File: config.mk
export PLATFORM = sky130hd
export DESIGN_NAME = btn_event_decoder
export DESIGN_NICKNAME = d
export VERILOG_FILES = /design/src/rtl/btn_event_pkg.sv /design/src/rtl/ms_tick_gen.sv /design/src/rtl/btn_event_decoder.sv
export SDC_FILE = /design/constraint.sdc
export NUM_CORES = 1
export LEC_CHECK = 0
export CAP_MARGIN = 20
export CORE_AREA = 3 3 73 75
export DETAILED_ROUTE_END_ITERATION = 10
export DIE_AREA = 0 0 76 78
export PLACE_DENSITY = 0.8
export SYNTH_ARGS = -nofsm -noshare
export SYNTH_HDL_FRONTEND = slang
export SYNTH_SLANG_ARGS = --single-unit
File: constraint.sdc
create_clock -name clk -period 3.18 [get_ports clk]
set_clock_uncertainty 0.1 [all_clocks]
set_input_delay 0.636 -clock clk [delete_from_list [all_inputs] [get_ports clk]]
set_output_delay 0.636 -clock clk [all_outputs]
set_load 0.05 [all_outputs]
File: src/rtl/btn_event_pkg.sv
// rtl/btn_event_pkg.sv - shared event codes and FSM state encoding for the button event decoder
//
// Purpose : constants shared by btn_event_decoder and its testbench.
// Contents: EVT_* 2-bit event codes, state_t 3-bit FSM encoding.
package btn_event_pkg;

  localparam logic [1:0] EVT_NONE   = 2'b00;
  localparam logic [1:0] EVT_SHORT  = 2'b01;
  localparam logic [1:0] EVT_DOUBLE = 2'b10;
  localparam logic [1:0] EVT_LONG   = 2'b11;

  typedef enum logic [2:0] {
    IDLE      = 3'd0,
    PRESS1    = 3'd1,
    WAIT2     = 3'd2,
    PRESS2    = 3'd3,
    LONG_HELD = 3'd4
  } state_t;

endpackage

File: src/rtl/ms_tick_gen.sv
// rtl/ms_tick_gen.sv - clock prescaler producing a one-cycle millisecond tick
//
// Purpose : counts 0..CLK_DIV-1 and asserts o_tick while the count is at CLK_DIV-1.
// Ports   : clk    in  system clock
//           rst_n  in  asynchronous active-low reset
//           i_clr  in  synchronous clear of the prescaler
//           o_tick out one-cycle tick, once every CLK_DIV cycles
module ms_tick_gen #(
  parameter int CLK_DIV = 50000
) (
  input  logic clk,
  input  logic rst_n,
  input  logic i_clr,
  output logic o_tick
);

  localparam int PW = (CLK_DIV > 1) ? $clog2(CLK_DIV) : 1;

  logic [PW-1:0] r_cnt;

  assign o_tick = (r_cnt == PW'(CLK_DIV - 1));

  always_ff @(posedge clk or negedge rst_n) begin
    if (!rst_n) begin
      r_cnt <= '0;
    end else if (i_clr || o_tick) begin
      r_cnt <= '0;
    end else begin
      r_cnt <= r_cnt + 1'b1;
    end
  end

endmodule

File: src/rtl/btn_event_decoder.sv
// rtl/btn_event_decoder.sv - classifies button presses into SHORT/DOUBLE/LONG events
//
// Purpose : edge detect, press-classification FSM, ms counter and a 1-deep
//           valid/ready event holding register with sticky overflow.
// Ports   : clk       in  system clock
//           rst_n     in  asynchronous active-low reset
//           btn_in    in  debounced, clk-synchronous button level (active high)
//           evt_valid out holding register contains an event
//           evt_ready in  consumer takes the event on evt_valid & evt_ready
//           evt_code  out 01=SHORT 10=DOUBLE 11=LONG, 00 when empty
//           evt_ovf   out sticky: an event was dropped
//           clr_ovf   in  synchronous clear of evt_ovf
//           busy      out FSM not in IDLE
module btn_event_decoder
  import btn_event_pkg::*;
#(
  parameter int CLK_DIV = 50000,
  parameter int LONG_MS = 1000,
  parameter int DBL_MS  = 300,
  parameter int CNT_W   = 16
) (
  input  logic       clk,
  input  logic       rst_n,
  input  logic       btn_in,
  output logic       evt_valid,
  input  logic       evt_ready,
  output logic [1:0] evt_code,
  output logic       evt_ovf,
  input  logic       clr_ovf,
  output logic       busy
);

  logic             r_btn_q;
  state_t           r_state;
  logic [CNT_W-1:0] r_ms_cnt;

  state_t           w_next_state;
  logic [CNT_W-1:0] w_ms_next;
  logic             w_tick;
  logic             w_rise;
  logic             w_fall;
  logic             w_state_chg;
  logic             w_long_hit;
  logic             w_dbl_hit;
  logic             w_emit;
  logic [1:0]       w_emit_code;
  logic             w_load;
  logic             w_drop;

  assign w_rise = btn_in & ~r_btn_q;
  assign w_fall = ~btn_in & r_btn_q;

  assign w_ms_next = (r_ms_cnt == {CNT_W{1'b1}}) ? r_ms_cnt : r_ms_cnt + 1'b1;

  // Timeouts fire on the edge where ms_cnt reaches the limit, so a timeout
  // lands exactly LIMIT*CLK_DIV cycles after the state was entered.
  assign w_long_hit = w_tick & (w_ms_next == CNT_W'(LONG_MS));
  assign w_dbl_hit  = w_tick & (w_ms_next == CNT_W'(DBL_MS));

  always_comb begin
    w_next_state = r_state;
    w_emit       = 1'b0;
    w_emit_code  = EVT_NONE;
    case (r_state)
      IDLE: begin
        if (w_rise) w_next_state = PRESS1;
      end
      PRESS1: begin
        if (w_fall) begin
          w_next_state = WAIT2;
        end else if (w_long_hit && btn_in) begin
          w_next_state = LONG_HELD;
          w_emit       = 1'b1;
          w_emit_code  = EVT_LONG;
        end
      end
      LONG_HELD: begin
        if (w_fall) w_next_state = IDLE;
      end
      WAIT2: begin
        // A second press on the timeout edge still counts as a double click.
        if (w_rise) begin
          w_next_state = PRESS2;
        end else if (w_dbl_hit) begin
          w_next_state = IDLE;
          w_emit       = 1'b1;
          w_emit_code  = EVT_SHORT;
        end
      end
      PRESS2: begin
        if (w_fall) begin
          w_next_state = IDLE;
          w_emit       = 1'b1;
          w_emit_code  = EVT_DOUBLE;
        end else if (w_long_hit) begin
          w_next_state = LONG_HELD;
          w_emit       = 1'b1;
          w_emit_code  = EVT_DOUBLE;
        end
      end
      default: w_next_state = IDLE;
    endcase
  end

  assign w_state_chg = (w_next_state != r_state);
  assign w_load      = w_emit & (~evt_valid | evt_ready);
  assign w_drop      = w_emit & evt_valid & ~evt_ready;

  ms_tick_gen #(
    .CLK_DIV (CLK_DIV)
  ) u_ms_tick_gen (
    .clk    (clk),
    .rst_n  (rst_n),
    .i_clr  (w_state_chg),
    .o_tick (w_tick)
  );

  always_ff @(posedge clk or negedge rst_n) begin
    if (!rst_n) begin
      r_btn_q   <= 1'b1;  // a button held through reset never looks like a press
      r_state   <= IDLE;
      r_ms_cnt  <= '0;
      busy      <= 1'b0;
      evt_valid <= 1'b0;
      evt_code  <= EVT_NONE;
      evt_ovf   <= 1'b0;
    end else begin
      r_btn_q <= btn_in;
      r_state <= w_next_state;
      busy    <= (w_next_state != IDLE);

      if (w_state_chg) begin
        r_ms_cnt <= '0;
      end else if (w_tick) begin
        r_ms_cnt <= w_ms_next;
      end

      if (w_load) begin
        evt_valid <= 1'b1;
        evt_code  <= w_emit_code;
      end else if (evt_valid && evt_ready) begin
        evt_valid <= 1'b0;
        evt_code  <= EVT_NONE;
      end

      if (w_drop) begin
        evt_ovf <= 1'b1;
      end else if (clr_ovf) begin
        evt_ovf <= 1'b0;
      end
    end
  end

endmodule

==> key figures <==
STA
  – Crit share post-route: 0.979
  – Fmax: 321 MHz
  – Final setup viols: 0
  – PnR worst setup slack: 67.5 ps
  – Final min period: 3110 ps
  – RSZ-0062 raised after global routing: yes
  – Worst-Margin Slew: 873 ps
  – Final hold vios: 0
  – Max Slew Vio Count: 0
  – Relative max-transition margin: 0.418

Pwr
  – Peak VDD IR: 173 µV
  – Total Power: 1180 µW
  – Leak: 0.00128 µW
  – PwrDens: 392 nW/µm²

Synth
  – EDFF count, synth: 0
  – Syn Std Cell Area: 2560 µm²
  – Post-synthesis sequential element count: 41
  – Unique cell type count in the Yosys netlist: 53
  – Post-synthesis sequential area ratio: 0.401
  – Yosys warnings: 0
  – Most frequent cells after synthesis: 48 x nor2_1, 40 x dfrtp_1, 24 x nand2_1
  – Top cells by area, synth: dfrtp_1 39%, nor2_1 7.0%, xnor2_1 6.8%
  – Top-count cell post-synth: nor2_1
  – Gate Count Post-Synth: 288
  – Mapped Avg Cell Area: 8.88 µm²
  – Share of flip-flops with an asynchronous set or reset: 1.00
  – Area share of the largest cell type after synthesis: 0.391
  – Leading area contributor after synthesis: dfrtp_1
  – Syn Nets: 295
  – Main synth FF type: dfrtp_1

Drt
  – Drt first pass iters: 4
  – Routed wire per std cell: 14.4 µm
  – DR vias: 2216
  – Drc violations: 0
  – Final ANT Viol Nets: 0
  – WL final: 5550 µm
  – Via density: 5.76
  – Initial drt markers: 233

Place
  – RePlAce Congestion: 0.883
  – Port Buffers: 9
  – Pre-CTS setup slack: 20.2 ps
  – Placed cell area: 2860 µm²
  – DP HPWL: 4020 µm
  – Placed Cells: 376

Layout
  – Nets: 324
  – Ratio of cells with drive above 1 in the final layout: 0.148
  – Inserted Diodes: 0
  – Fin cells: 385
  – Final instance area: 3020 µm²
  – Filler cells: 407
  – Area Growth Syn to Fin: 17.8%

Worst hold path
  – Worst Hold Class: primary input to async pin

Global route
  – Initial antenna violation count: 0
  – Grt total ovfl: 0
  – Gr usage total: 0.200
  – GR Util met2: 0.340
  – Met1 global-route usage: 0.266
  – Global-route wire length before repair: 9860 µm
  – Pin count of the biggest net entering global routing: 42
  – Vias in the first global route: 2237
  – Met3 Usage GRT: 0.0313
  – GR peak layer: met2

Die
  – I/O pins: 10
  – Core area: 4720 µm²
  – # rows: 25
  – Die X-Extent: 76 µm
  – Die area: 5930 µm²
  – Initial core utilization: 0.542
  – Die height: 78 µm

Critical path
  – Data required time of the worst path: 3260 ps
  – Worst Path Max Fanout: 7
  – Startpoint types: flop
  – R2R depth: 10
  – CP Class: flop to flop
  – WP data arrival: 3190 ps
  – CP endpoint kind: flop

Clocking
  – Clock sink count: 41
  – TritonCTS Buffers: 5
  – Clock Tree Root: clkbuf_8
  – CTS H-tree lvls: 2
  – Worst-path clk slew: 80 ps
  – Max Root-Sink Buffers: 2
  – # hold bufs at CTS: 0
  – Worst skew pair latency: 290 ps
  – TritonCTS clock tree: built

Status
  – Status: finished, final reports clean

Run
  – Max Cap Viol: 0
[cell type report]
type / instances / area (µm²) / share of cell area
flip-flops and latches: 41 / 1030 / 0.341
inverters: 7 / 26.3 / 0.00871
clock buffers: 6 / 72.6 / 0.0241
clock inverters: 2 / 35.0 / 0.0116
repair buffers: 32 / 270 / 0.0896
multi-input cells: 230 / 1500 / 0.498
well taps: 67 / 83.8 / 0.0278
[report_power, final]
part / leakage, µW / switching [µW] / internal (µW)
registers: 0.000556 / 30.8 / 554
logic: 0.000669 / 114 / 73.7
clock network: 0.0000552 / 176 / 233
[final timing paths]
check,endpoint,from,slack (ps)
min,u_ms_tick_gen.r_cnt[9],rst_n,350
min reg2reg,u_ms_tick_gen.r_cnt[0],u_ms_tick_gen.r_cnt[0],370
max in group asynchronous,r_ms_cnt[9],rst_n,2080
max,busy,r_ms_cnt[0],70
max reg2reg,busy,r_ms_cnt[0],70
min in group clk,u_ms_tick_gen.r_cnt[0],u_ms_tick_gen.r_cnt[0],370
[layer usage]
layer | vias to the layer above | routed length, µm
li1 | 1084 | -
met3 | 7 | 206
met2 | 51 | 2820
met4 | 0 | 46
met5 | - | 0
met1 | 1074 | 2480
[cell families after synthesis]
logic type / count (synthesis) / synth area share
DFF: 41 / 0.401
muxes: 7 / 0.0279
xor gates and xnor gates: 28 / 0.0958
buffers and inverters: 17 / 0.0289
and+or+nand+nor: 151 / 0.327
AOI/OAI and AO/OA: 42 / 0.110
adders and majority gates: 2 / 0.00978
[sequential cells by signal, indices dropped and copies added (netlist names)]
register,count
r_btn_q,1
evt_ovf,1
busy,1
evt_code,2
r_ms_cnt,16
u_ms_tick_gen.r_cnt,16
r_state,3
evt_valid,1
[layout by cell type, fill, tap and decap left out, types with 2 or more instances in the layout]
| cell type | netlist | routed |
|---|---|---|
| nor2_1 | 48 | 48 |
| dfrtp_1 | 40 | 40 |
| nand2_1 | 24 | 24 |
| buf_4 | 1 | 22 |
| xnor2_1 | 20 | 20 |
| nand3_1 | 16 | 15 |
| nor3_1 | 14 | 13 |
| a21oi_1 | 10 | 10 |
| and3_1 | 8 | 8 |
| o21ai_0 | 8 | 8 |
| xor2_1 | 8 | 8 |
| clkdlybuf4s50_1 | 0 | 8 |
| inv_1 | 7 | 7 |
| nand4_1 | 6 | 6 |
| mux2i_1 | 6 | 6 |
| clkbuf_8 | 0 | 5 |
| and2_1 | 4 | 4 |
| nand2b_1 | 4 | 4 |
| or3_1 | 4 | 4 |
| a31oi_1 | 4 | 4 |
| nand4_4 | 3 | 3 |
| and4_1 | 3 | 3 |
| nor4_1 | 4 | 3 |
| o41ai_1 | 2 | 2 |
| nor4_4 | 2 | 2 |
| nand3b_1 | 2 | 2 |
| and4b_1 | 2 | 2 |
| a211oi_1 | 2 | 2 |
| o22ai_1 | 2 | 2 |
[worst max-delay path: stages (launching register included)]
cell and delay (ps):
dfrtp_1 400, ha_4 180, nand3_4 100, buf_4 170, nor4_4 270, nand3_1 120
a22o_1 260, or4_4 540, o311a_1 340, o21ba_1 190, or3_1 330
[per-stage QoR]
step	hold slack, ps	setup TNS, ps	util
final	351	0	0.638
after global placement	353	0	0.606
after CTS	372	0	0.629
after global routing	394	-1280	0.638
after floorplan	240	-491	-
after detailed placement	361	0	0.606
[repair_timing]
item | 4_1_cts | 5_1_grt
endpoints found under the setup margin | 0 | 23
gates resized for setup | 0 | 6
setup buffers | 0 | 1
No activity file was read; power rests on OpenSTA's default activity.
